[src/rtl/hardwired_control_unit_pkg.sv]
// Shared definitions for the hardwired control unit: opcodes, ALU codes,
// state encoding and the decoded control word.
package cpu_ctrl_pkg;

  localparam int OPW  = 5;
  localparam int ALUW = 4;

  localparam logic [OPW-1:0] OP_LD   = 5'b00000;
  localparam logic [OPW-1:0] OP_LDI  = 5'b00001;
  localparam logic [OPW-1:0] OP_ST   = 5'b00010;
  localparam logic [OPW-1:0] OP_ADD  = 5'b00011;
  localparam logic [OPW-1:0] OP_SUB  = 5'b00100;
  localparam logic [OPW-1:0] OP_AND  = 5'b00101;
  localparam logic [OPW-1:0] OP_OR   = 5'b00110;
  localparam logic [OPW-1:0] OP_ADDI = 5'b01100;
  localparam logic [OPW-1:0] OP_ANDI = 5'b01101;
  localparam logic [OPW-1:0] OP_ORI  = 5'b01110;
  localparam logic [OPW-1:0] OP_BR   = 5'b10010;
  localparam logic [OPW-1:0] OP_JR   = 5'b10011;
  localparam logic [OPW-1:0] OP_IN   = 5'b10110;
  localparam logic [OPW-1:0] OP_OUT  = 5'b10111;
  localparam logic [OPW-1:0] OP_NOP  = 5'b11010;
  localparam logic [OPW-1:0] OP_HALT = 5'b11011;

  localparam logic [ALUW-1:0] ALU_ADD = 4'd0;
  localparam logic [ALUW-1:0] ALU_SUB = 4'd1;
  localparam logic [ALUW-1:0] ALU_AND = 4'd2;
  localparam logic [ALUW-1:0] ALU_OR  = 4'd3;

  typedef enum logic [3:0] {
    S_RST  = 4'd0,
    S_T0   = 4'd1,
    S_T1   = 4'd2,
    S_T2   = 4'd3,
    S_T3   = 4'd4,
    S_T4   = 4'd5,
    S_T5   = 4'd6,
    S_T6   = 4'd7,
    S_T7   = 4'd8,
    S_HALT = 4'd9
  } state_e;

  typedef struct packed {
    logic [ALUW-1:0] alu_op;
    logic illegal, run, ba_out, r_out, r_in, grc, grb, gra;
    logic write, read, inc_pc, con_in, outport_in, y_in, ir_in, mdr_in;
    logic pc_in, z_in, mar_in, c_out, inport_out, mdr_out, zlow_out, zhi_out, pc_out;
  } ctrl_t;

  function automatic logic is_mem_op(input logic [OPW-1:0] op);
    return (op == OP_LD) || (op == OP_LDI) || (op == OP_ST);
  endfunction

  function automatic logic is_alu_r_op(input logic [OPW-1:0] op);
    return (op == OP_ADD) || (op == OP_SUB) || (op == OP_AND) || (op == OP_OR);
  endfunction

  function automatic logic is_alu_i_op(input logic [OPW-1:0] op);
    return (op == OP_ADDI) || (op == OP_ANDI) || (op == OP_ORI);
  endfunction

  function automatic logic [ALUW-1:0] alu_sel(input logic [OPW-1:0] op);
    case (op)
      OP_SUB:          return ALU_SUB;
      OP_AND, OP_ANDI: return ALU_AND;
      OP_OR,  OP_ORI:  return ALU_OR;
      default:         return ALU_ADD;
    endcase
  endfunction

endpackage

[src/rtl/hardwired_control_unit_if.sv]
// Datapath-facing bundle: instruction/status inputs and every control strobe.
interface hardwired_control_unit_if;
  import cpu_ctrl_pkg::*;

  logic [31:0]     IR;
  logic            BranchMet, MemReady;
  logic            PCout, Zhiout, Zlowout, MDRout, InPortout, Cout;
  logic            MARin, Zin, PCin, MDRin, IRin, Yin, OutPortin, CONIn;
  logic            IncPC, Read, Write;
  logic            Gra, Grb, Grc, Rin, Rout, BAout;
  logic [ALUW-1:0] alu_op;
  logic            Run, Illegal;

  modport master (
    input  IR, BranchMet, MemReady,
    output PCout, Zhiout, Zlowout, MDRout, InPortout, Cout,
           MARin, Zin, PCin, MDRin, IRin, Yin, OutPortin, CONIn,
           IncPC, Read, Write, Gra, Grb, Grc, Rin, Rout, BAout,
           alu_op, Run, Illegal
  );

  modport slave (
    output IR, BranchMet, MemReady,
    input  PCout, Zhiout, Zlowout, MDRout, InPortout, Cout,
           MARin, Zin, PCin, MDRin, IRin, Yin, OutPortin, CONIn,
           IncPC, Read, Write, Gra, Grb, Grc, Rin, Rout, BAout,
           alu_op, Run, Illegal
  );
endinterface

[src/rtl/hardwired_control_unit_decode.sv]
// Moore output decode: maps state + opcode (+ BranchMet in the branch
// commit step) to the full control word.
module control_decode
  import cpu_ctrl_pkg::*;
(
  input  state_e         state,
  input  logic [OPW-1:0] opcode,
  input  logic           branch_met,
  output ctrl_t          ctrl
);

  logic mem_op, alu_r, alu_i;

  always_comb begin
    mem_op = is_mem_op(opcode);
    alu_r  = is_alu_r_op(opcode);
    alu_i  = is_alu_i_op(opcode);
    ctrl   = '0;
    ctrl.run = (state != S_RST) && (state != S_HALT);
    case (state)
      S_T0: begin
        ctrl.pc_out = 1'b1; ctrl.mar_in = 1'b1; ctrl.inc_pc = 1'b1; ctrl.z_in = 1'b1;
      end
      S_T1: begin
        ctrl.zlow_out = 1'b1; ctrl.pc_in = 1'b1; ctrl.read = 1'b1; ctrl.mdr_in = 1'b1;
      end
      S_T2: begin
        ctrl.mdr_out = 1'b1; ctrl.ir_in = 1'b1;
      end
      S_T3: begin
        if (mem_op) begin
          ctrl.grb = 1'b1; ctrl.ba_out = 1'b1; ctrl.y_in = 1'b1;
        end else if (alu_r || alu_i) begin
          ctrl.grb = 1'b1; ctrl.r_out = 1'b1; ctrl.y_in = 1'b1;
        end else if (opcode == OP_BR) begin
          ctrl.gra = 1'b1; ctrl.r_out = 1'b1; ctrl.con_in = 1'b1;
        end else if (opcode == OP_JR) begin
          ctrl.gra = 1'b1; ctrl.r_out = 1'b1; ctrl.pc_in = 1'b1;
        end else if (opcode == OP_IN) begin
          ctrl.inport_out = 1'b1; ctrl.gra = 1'b1; ctrl.r_in = 1'b1;
        end else if (opcode == OP_OUT) begin
          ctrl.gra = 1'b1; ctrl.r_out = 1'b1; ctrl.outport_in = 1'b1;
        end else begin
          ctrl.illegal = 1'b1;
        end
      end
      S_T4: begin
        if (mem_op || alu_i) begin
          ctrl.c_out = 1'b1; ctrl.z_in = 1'b1; ctrl.alu_op = alu_sel(opcode);
        end else if (alu_r) begin
          ctrl.grc = 1'b1; ctrl.r_out = 1'b1; ctrl.z_in = 1'b1; ctrl.alu_op = alu_sel(opcode);
        end else if (opcode == OP_BR) begin
          ctrl.pc_out = 1'b1; ctrl.y_in = 1'b1;
        end
      end
      S_T5: begin
        if (opcode == OP_LDI || alu_r || alu_i) begin
          ctrl.zlow_out = 1'b1; ctrl.gra = 1'b1; ctrl.r_in = 1'b1;
        end else if (opcode == OP_LD || opcode == OP_ST) begin
          ctrl.zlow_out = 1'b1; ctrl.mar_in = 1'b1;
        end else if (opcode == OP_BR) begin
          ctrl.c_out = 1'b1; ctrl.z_in = 1'b1;
        end
      end
      S_T6: begin
        if (opcode == OP_LD) begin
          ctrl.read = 1'b1; ctrl.mdr_in = 1'b1;
        end else if (opcode == OP_ST) begin
          ctrl.gra = 1'b1; ctrl.r_out = 1'b1; ctrl.mdr_in = 1'b1;
        end else if (opcode == OP_BR) begin
          ctrl.zlow_out = 1'b1; ctrl.pc_in = branch_met;
        end
      end
      S_T7: begin
        if (opcode == OP_LD) begin
          ctrl.mdr_out = 1'b1; ctrl.gra = 1'b1; ctrl.r_in = 1'b1;
        end else if (opcode == OP_ST) begin
          ctrl.write = 1'b1;
        end
      end
      default: ;
    endcase
  end

endmodule

[src/rtl/hardwired_control_unit.sv]
// Hardwired Moore control FSM for the single-bus CPU datapath; only the
// state is registered, every strobe is decoded from state and IR.
module hardwired_control_unit
  import cpu_ctrl_pkg::*;
(
  input  logic                     Clock,
  input  logic                     Clear,
  hardwired_control_unit_if.master bus
);

  state_e         state_q, state_d;
  logic [OPW-1:0] opcode;
  ctrl_t          ctrl;
  logic           unused_ir_bits;

  assign opcode         = bus.IR[31 -: OPW];
  assign unused_ir_bits = ^bus.IR[31-OPW:0];

  always_ff @(posedge Clock) begin
    if (Clear) state_q <= S_RST;
    else       state_q <= state_d;
  end

  // Memory steps (T1, ld-T6, st-T7) hold until MemReady; IR stays live from T3 on.
  always_comb begin
    state_d = state_q;
    case (state_q)
      S_RST: state_d = S_T0;
      S_T0:  state_d = S_T1;
      S_T1:  if (bus.MemReady) state_d = S_T2;
      S_T2: begin
        if (opcode == OP_NOP)       state_d = S_T0;
        else if (opcode == OP_HALT) state_d = S_HALT;
        else                        state_d = S_T3;
      end
      S_T3: state_d = (is_mem_op(opcode) || is_alu_r_op(opcode) || is_alu_i_op(opcode)
                       || opcode == OP_BR) ? S_T4 : S_T0;
      S_T4: state_d = S_T5;
      S_T5: state_d = (opcode == OP_LD || opcode == OP_ST || opcode == OP_BR) ? S_T6 : S_T0;
      S_T6: begin
        if (opcode == OP_LD)      state_d = bus.MemReady ? S_T7 : S_T6;
        else if (opcode == OP_ST) state_d = S_T7;
        else                      state_d = S_T0;
      end
      S_T7: state_d = (opcode == OP_ST && !bus.MemReady) ? S_T7 : S_T0;
      S_HALT: state_d = S_HALT;
      default: state_d = S_RST;
    endcase
  end

  control_decode u_decode (
    .state      (state_q),
    .opcode     (opcode),
    .branch_met (bus.BranchMet),
    .ctrl       (ctrl)
  );

  assign bus.PCout     = ctrl.pc_out;
  assign bus.Zhiout    = ctrl.zhi_out;
  assign bus.Zlowout   = ctrl.zlow_out;
  assign bus.MDRout    = ctrl.mdr_out;
  assign bus.InPortout = ctrl.inport_out;
  assign bus.Cout      = ctrl.c_out;
  assign bus.MARin     = ctrl.mar_in;
  assign bus.Zin       = ctrl.z_in;
  assign bus.PCin      = ctrl.pc_in;
  assign bus.MDRin     = ctrl.mdr_in;
  assign bus.IRin      = ctrl.ir_in;
  assign bus.Yin       = ctrl.y_in;
  assign bus.OutPortin = ctrl.outport_in;
  assign bus.CONIn     = ctrl.con_in;
  assign bus.IncPC     = ctrl.inc_pc;
  assign bus.Read      = ctrl.read;
  assign bus.Write     = ctrl.write;
  assign bus.Gra       = ctrl.gra;
  assign bus.Grb       = ctrl.grb;
  assign bus.Grc       = ctrl.grc;
  assign bus.Rin       = ctrl.r_in;
  assign bus.Rout      = ctrl.r_out;
  assign bus.BAout     = ctrl.ba_out;
  assign bus.alu_op    = ctrl.alu_op;
  assign bus.Run       = ctrl.run;
  assign bus.Illegal   = ctrl.illegal;

endmodule

[src/flat_wrapper.sv]
// flat-port wrapper written by rule: the top's interface ports become plain ports
module hardwired_control_unit_flat import cpu_ctrl_pkg::*;
  (Clock, Clear, bus_IR, bus_BranchMet, bus_MemReady, bus_PCout, bus_Zhiout, bus_Zlowout, bus_MDRout, bus_InPortout, bus_Cout, bus_MARin, bus_Zin, bus_PCin, bus_MDRin, bus_IRin, bus_Yin, bus_OutPortin, bus_CONIn, bus_IncPC, bus_Read, bus_Write, bus_Gra, bus_Grb, bus_Grc, bus_Rin, bus_Rout, bus_BAout, bus_alu_op, bus_Run, bus_Illegal);
  hardwired_control_unit_if bus_i ();
  input  logic Clock;
  input  logic Clear;
  input wire logic [$bits(bus_i.IR)-1:0] bus_IR;
  input wire logic [$bits(bus_i.BranchMet)-1:0] bus_BranchMet;
  input wire logic [$bits(bus_i.MemReady)-1:0] bus_MemReady;
  output wire logic [$bits(bus_i.PCout)-1:0] bus_PCout;
  output wire logic [$bits(bus_i.Zhiout)-1:0] bus_Zhiout;
  output wire logic [$bits(bus_i.Zlowout)-1:0] bus_Zlowout;
  output wire logic [$bits(bus_i.MDRout)-1:0] bus_MDRout;
  output wire logic [$bits(bus_i.InPortout)-1:0] bus_InPortout;
  output wire logic [$bits(bus_i.Cout)-1:0] bus_Cout;
  output wire logic [$bits(bus_i.MARin)-1:0] bus_MARin;
  output wire logic [$bits(bus_i.Zin)-1:0] bus_Zin;
  output wire logic [$bits(bus_i.PCin)-1:0] bus_PCin;
  output wire logic [$bits(bus_i.MDRin)-1:0] bus_MDRin;
  output wire logic [$bits(bus_i.IRin)-1:0] bus_IRin;
  output wire logic [$bits(bus_i.Yin)-1:0] bus_Yin;
  output wire logic [$bits(bus_i.OutPortin)-1:0] bus_OutPortin;
  output wire logic [$bits(bus_i.CONIn)-1:0] bus_CONIn;
  output wire logic [$bits(bus_i.IncPC)-1:0] bus_IncPC;
  output wire logic [$bits(bus_i.Read)-1:0] bus_Read;
  output wire logic [$bits(bus_i.Write)-1:0] bus_Write;
  output wire logic [$bits(bus_i.Gra)-1:0] bus_Gra;
  output wire logic [$bits(bus_i.Grb)-1:0] bus_Grb;
  output wire logic [$bits(bus_i.Grc)-1:0] bus_Grc;
  output wire logic [$bits(bus_i.Rin)-1:0] bus_Rin;
  output wire logic [$bits(bus_i.Rout)-1:0] bus_Rout;
  output wire logic [$bits(bus_i.BAout)-1:0] bus_BAout;
  output wire logic [$bits(bus_i.alu_op)-1:0] bus_alu_op;
  output wire logic [$bits(bus_i.Run)-1:0] bus_Run;
  output wire logic [$bits(bus_i.Illegal)-1:0] bus_Illegal;
  assign bus_i.IR = bus_IR;
  assign bus_i.BranchMet = bus_BranchMet;
  assign bus_i.MemReady = bus_MemReady;
  assign bus_PCout = bus_i.PCout;
  assign bus_Zhiout = bus_i.Zhiout;
  assign bus_Zlowout = bus_i.Zlowout;
  assign bus_MDRout = bus_i.MDRout;
  assign bus_InPortout = bus_i.InPortout;
  assign bus_Cout = bus_i.Cout;
  assign bus_MARin = bus_i.MARin;
  assign bus_Zin = bus_i.Zin;
  assign bus_PCin = bus_i.PCin;
  assign bus_MDRin = bus_i.MDRin;
  assign bus_IRin = bus_i.IRin;
  assign bus_Yin = bus_i.Yin;
  assign bus_OutPortin = bus_i.OutPortin;
  assign bus_CONIn = bus_i.CONIn;
  assign bus_IncPC = bus_i.IncPC;
  assign bus_Read = bus_i.Read;
  assign bus_Write = bus_i.Write;
  assign bus_Gra = bus_i.Gra;
  assign bus_Grb = bus_i.Grb;
  assign bus_Grc = bus_i.Grc;
  assign bus_Rin = bus_i.Rin;
  assign bus_Rout = bus_i.Rout;
  assign bus_BAout = bus_i.BAout;
  assign bus_alu_op = bus_i.alu_op;
  assign bus_Run = bus_i.Run;
  assign bus_Illegal = bus_i.Illegal;
  hardwired_control_unit u_core (.Clock(Clock), .Clear(Clear), .bus(bus_i));
endmodule
[config.mk]
export PLATFORM = sky130hd
export DESIGN_NAME = hardwired_control_unit_flat
export DESIGN_NICKNAME = d
export VERILOG_FILES = /design/src/rtl/hardwired_control_unit_pkg.sv /design/src/rtl/hardwired_control_unit_if.sv /design/src/rtl/hardwired_control_unit_decode.sv /design/src/rtl/hardwired_control_unit.sv /design/src/flat_wrapper.sv
export SDC_FILE = /design/constraint.sdc
export NUM_CORES = 1
export LEC_CHECK = 0
export CORE_ASPECT_RATIO = 0.7
export CORE_MARGIN = 2
export CORE_UTILIZATION = 37
export CTS_BUF_LIST = sky130_fd_sc_hd__clkbuf_4
export CTS_CLUSTER_SIZE = 12
export DETAILED_ROUTE_END_ITERATION = 8
export PLACE_DENSITY = 0.85
export SYNTH_ARGS = -nofsm -noshare
export SYNTH_HDL_FRONTEND = slang
export SYNTH_SLANG_ARGS = --single-unit
export TNS_END_PERCENT = 5
[constraint.sdc]
create_clock -name Clock -period 2.8 [get_ports Clock]
set_clock_uncertainty 0.15 [all_clocks]
set_input_delay 0.28 -clock Clock [delete_from_list [all_inputs] [get_ports Clock]]
set_output_delay 0.28 -clock Clock [all_outputs]
set_load 0.05 [all_outputs]
Word level (Yosys, flattened, before mapping)
Index checks and enable logic that the tools add are counted.
{"block": "classes", "n_addsub": 0, "mul": 0, "div_mod_pow": 0, "n_lt_le_gt_ge": 0, "n_eq_ne": 26, "n_shift": 0, "muxes": 90, "bitwise": 0, "reduce_logical": 24}
{"op": "1-bit 2-to-1 mux", "count": 58}
{"op": "4-bit one-hot mux with 10 select lines", "count": 1}
{"op": "5-bit equality test (second input constant)", "count": 6}
{"op": "4-bit 2-to-1 mux", "count": 7}
{"op": "4-bit by 3-bit equality test with 1-bit output (second input constant)", "count": 4}
{"op": "1-bit logical OR", "count": 16}
{"op": "5-bit by 3-bit equality test with 1-bit output (second input constant)", "count": 3}
{"op": "5-bit by 4-bit equality test with 1-bit output (second input constant)", "count": 3}
{"op": "1-bit one-hot mux with 3 select lines", "count": 5}
{"op": "2-bit 2-to-1 mux", "count": 7}
{"op": "1-bit one-hot mux with 2 select lines", "count": 7}
{"op": "5-bit by 2-bit equality test with 1-bit output (second input constant)", "count": 2}
{"op": "3-bit 2-to-1 mux", "count": 3}
{"op": "4-bit by 2-bit equality test with 1-bit output (second input constant)", "count": 2}
{"op": "4-bit equality test (second input constant)", "count": 2}
{"op": "2-bit one-hot mux with 3 select lines", "count": 1}
{"op": "5-bit by 1-bit equality test with 1-bit output (second input constant)", "count": 1}
{"op": "5-bit logical NOT", "count": 1}
{"op": "4-bit by 1-bit equality test with 1-bit output (second input constant)", "count": 1}
{"op": "4-bit logical NOT", "count": 1}
{"op": "4-bit inequality test (second input constant)", "count": 1}
{"op": "1-bit one-hot mux with 4 select lines", "count": 1}
{"op": "4-bit nonzero test", "count": 1}
{"op": "2-bit OR reduction", "count": 2}
{"op": "3 further kinds", "count": 4}
{"block": "word_totals", "regBits": 4, "latch_bits": 0, "ramBits": 0, "rom_bits": 0, "in_bits": 36, "out_inout_bits": 29, "wordCells": 141, "mem_count": 0}

Depth between registers and ports, before layout
{"block": "depth", "ltp_word": 9, "ltp_mapped": 6, "ltp_nobuf": 4}

By module
A second synthesis with hierarchy kept.
{"block": "unflattened", "cells_unflattened": 141, "hier_area_um2": 925.9}
{"mod": "control_decode", "instances": 1, "cells_each": 98, "area_per_inst_um2": 585.6, "seq_area_each_um2": 0.0}
{"mod": "hardwired_control_unit", "instances": 1, "cells_each": 43, "area_per_inst_um2": 340.3, "seq_area_each_um2": 80.1}

Worst setup path after synthesis
Ideal clock, no wire load.
{"block": "synth_timing", "kind": "reg2out", "from": "reg u_core.state_q[3]", "to": "out bus_Rin", "arrival_time_ns": 2.593, "required_ns": 2.370, "path_slack_ns": -0.223, "path_stages_with_launch": 5, "path_buffers": 1, "path_cell_list": "dfxtp_1 > or4b_1 > clkbuf_1 > nor3_1 > nand2b_2"}
{"block": "synth_between", "elab_chain_len": 2, "elab_cells_between_ends": 4, "cone_classes": "3 x eq/ne; 1 x mux"}
{"item": "start: declaration", "line": "hardwired_control_unit.sv:11", "source": "state_e state_q, state_d;"}
{"item": "start signal: assignment", "line": "hardwired_control_unit.sv:21", "source": "else state_q <= state_d;"}
{"item": "4-bit equality test / 4-bit by 3-bit equality test with 1-bit output (equally long branches)", "line": "hardwired_control_unit_decode.sv:20", "source": "case (state)"}
{"item": "1-bit one-hot mux with 3 select lines (*)", "line": "hardwired_control_unit_decode.sv:20"}
{"item": "end: declaration", "line": "flat_wrapper.sv:30", "source": "output wire logic [$bits(bus_i.Rin)-1:0] bus_Rin;"}
Mark *: on every way between the ends. The rest lies on a longest branch, timed or not.

Worst setup path after layout
{"block": "layout_timing", "from": "in bus_IR[27]", "to": "out bus_Zin"}
{"block": "layout_between", "elab_chain_len": 8, "elab_cells_between_ends": 28, "cone_classes": "10 x eq/ne; 6 x mux; 12 x reduce/logical"}
{"item": "start: declaration", "line": "flat_wrapper.sv:7", "source": "input wire logic [$bits(bus_i.IR)-1:0] bus_IR;"}
{"item": "5-bit by 2-bit equality test with 1-bit output / 5-bit by 3-bit equality test with 1-bit output (equally long branches)", "line": "hardwired_control_unit_pkg.sv:55", "source": "return (op == OP_ADD) || (op == OP_SUB) || (op == OP_AND) || (op == OP_OR);"}
{"item": "1-bit logical OR (3 in a row)", "line": "hardwired_control_unit_pkg.sv:55"}
{"item": "1-bit logical OR (2 in a row)", "line": "hardwired_control_unit_decode.sv:57", "source": "if (opcode == OP_LDI || alu_r || alu_i) begin"}
{"item": "3-bit 2-to-1 mux", "line": "hardwired_control_unit_decode.sv:57"}
{"item": "1-bit one-hot mux with 3 select lines (*)", "line": "hardwired_control_unit_decode.sv:20"}
{"item": "end: declaration", "line": "flat_wrapper.sv:17", "source": "output wire logic [$bits(bus_i.Zin)-1:0] bus_Zin;"}
Marked as above.

==> impl_metrics.yaml <==
global_route:
  antenna_found_initial: 0
  grt_use_total_pct: 23.8
  gr-total-overflow: 0
  grt_pass1_vias: 1107
  grt_pass1_wl_um: 5020
  grt_max_degree: 17
clocking:
  clockRootBuffer: "clkbuf_4"
  cts_hold_buf: 0
  cts_tree: "done"
  clkTransAtPathRegs_ns: 0.04
  cts_buffers: 3
  cts_buffer_depth: 2
  clock_latency_ns: 0.24
  cts.sinks: 4
  htree_levels: 1
timing:
  setup_tns_ns: 0
  setup_slack_ns: 0.124
  period_needed_ns: 2.68
  max_freq_mhz: 374
  drv_slew: 0
  setup_viol: 0
  hold_viol_final: 0
  worstMarginPinSlew_ns: 0.529
  slew_headroom_pct: 64.6
  rsz0062_at_grt: "no"
  post-route-period-util_pct: 95.6
cells_and_area:
  final_cell_mix: "buf_12, buf_4, nand2_1"
  n_antenna_cell: 0
  fillCellCount: 175
  regMostFlops: "u_core.state_q"
  nets: 210
  final_common_cell: "buf_12"
  multi_input_area_um2: 692
  drive_gt1_share_pct: 27.9
  layout.cells.non_filler: 204
  largest_register_ff_count: 4
  seqCellArea_um2: 81.3
  syn2layout_area_growth_pct: 78.4
  reg.largest.list: "u_core.state_q: 4 flops"
drt:
  wl_um: 3050
  postRouteAntennaNets: 0
  routed_via_density: 5.71
  drc_errors: 0
  vias: 1164
  drt_iter0_drc: 44
  first_pass_iters: 6
  wl_per_cell_um: 14.9
placement:
  dp_slack_ns: 0.136
  place.gp.congestion: 0.906
  dpl.hpwl_um: 2480
  io_buffers: 34
  place_inst: 201
critical_path:
  r2r_cells: 5
  critPathCapture: "bus_Zin"
  crit_start: "bus_IR[27]"
  cp_max_fo: 7
  cp-end-kind: "output pin"
  r2r_end: "u_core.state_q[3]$_SDFFE_PP0P_"
  r2r_start: "u_core.state_q[3]$_SDFFE_PP0P_"
  required_ns: 2.37
  worstSetupStartpointType: "input port"
  ff2ff_setup_slack_ns: 1.04
  critPathArrivalTime_ns: 2.25
  crit_type: "in2out"
die:
  design.core.area_um2: 2170
  placementRows: 14
  ios: 65
  initial_core_util_pct: 39.2
  dieArea_um2: 2710
  dieHeight_um: 44.2
  die_x_um: 61.4
logic_synthesis:
  syn_area_um2: 852
  async_reset_ff_share_pct: 0
  yosys_most_used_dff: "dfxtp_1"
  seq_area_frac_synth_pct: 9.40
  synth_edf_count: 0
  ys_ff_latch: 4
  ys_top_cells_by_area: "dfxtp_1, a21oi_1, nor3_1"
  synth_top_area_share_pct: 9.40
  avgSynthCellArea_um2: 6.36
  synthCells: 134
  ys_warn_count: 0
  ys_types: 44
  synth_largest_area_cell: "dfxtp_1"
min_path:
  worstHoldPathType: "in2reg"
  hold_depth: 2
pwr:
  ir_drop_v: 0.000186
  p_per_area_nw_per_um2: 272
  power_uw: 413
  leakage_nw: 0.589
run_status:
  outcome: "finished clean"
run:
  cap_violations: 0
[critical path: stages]
cell	delay (ns)
clkdlybuf4s50_1	0.54
and3_1	0.25
or3_1	0.44
a211o_1	0.33
a21oi_1	0.23
buf_12	0.18
[per-layer routing]
metal	GRT usage (%)	wire length, um
met3	3.22	301
met2	36.6	1380
met5	0	0
met4	5.53	0
met1	35.3	1370
[kinds of logic after synthesis]
group	Yosys count	synth area share (%)
and+or+nand+nor	65	44.5
AOI/OAI and AO/OA	40	30.4
buffers and inverters	20	10.9
DFF	4	9.40
xor gates and xnor gates	2	2.06
muxes	2	2.35
other	1	0.440
[worst min path at each step]
| stage | start | endpoint | slack [ns] |
|---|---|---|---|
| after CTS | Clear | u_core.state_q[1]$_SDFFE_PP0P_ | 0.53 |
| after global routing | Clear | u_core.state_q[1]$_SDFFE_PP0P_ | 0.53 |
| final | Clear | u_core.state_q[1]$_SDFFE_PP0P_ | 0.54 |
| after detailed placement | u_core.state_q[3]$_SDFFE_PP0P_ | u_core.state_q[1]$_SDFFE_PP0P_ | 0.59 |
| after floorplan | Clear | u_core.state_q[1]$_SDFFE_PP0P_ | 0.20 |
| after global placement | u_core.state_q[3]$_SDFFE_PP0P_ | u_core.state_q[1]$_SDFFE_PP0P_ | 0.58 |
[synthesized netlist by cell type (2+ instances only)]
cell	number
nand2_1	11
buf_4	3
or4_1	2
or3_1	4
clkbuf_1	7
o21ai_0	3
xnor2_1	2
buf_2	5
mux2i_1	2
dfxtp_1	4
nor2_1	10
nor3_1	10
o21ai_1	7
nand2b_1	5
a31oi_1	4
a211oi_1	4
nand4_1	2
and3_1	4
or4b_1	3
and2_1	3
inv_1	4
nor2b_1	4
a21oi_1	10
[final cells by class]
class                      instances  share of cell area (%)
clock buffer                       3                    1.48
inverter                           5                    1.23
multi-input combinational        112                    45.5
sequential                         4                    5.35
tap                               32                    2.63
timing repair buffer              48                    43.8
[per-stage QoR]
| stage | hold WS, ns | instance area [um^2] | utilization [%] |
|---|---|---|---|
| finish | 0.541 | 1520 | 70.0 |
| CTS | 0.528 | 1520 | 69.8 |
| global route | 0.532 | 1520 | 70.0 |
| global placement | 0.580 | 1490 | 68.8 |
| floorplan | 0.203 | 865 | - |
| detailed placement | 0.586 | 1490 | 68.8 |
[what timing repair did]
item | 4_1_cts | 5_1_grt
endpoints found under the setup margin | 0 | 2
buffers inserted | 0 | 0
gates resized for setup | 0 | 2
[power by group]
group          total (mW)  switching [mW]  internal [mW]  leakage [nW]
registers          0.0747          0.0133         0.0614        0.0330
clock network      0.0745          0.0263         0.0482        0.0138
logic               0.264           0.155          0.109         0.542
(Power assumes the default switching activity.)
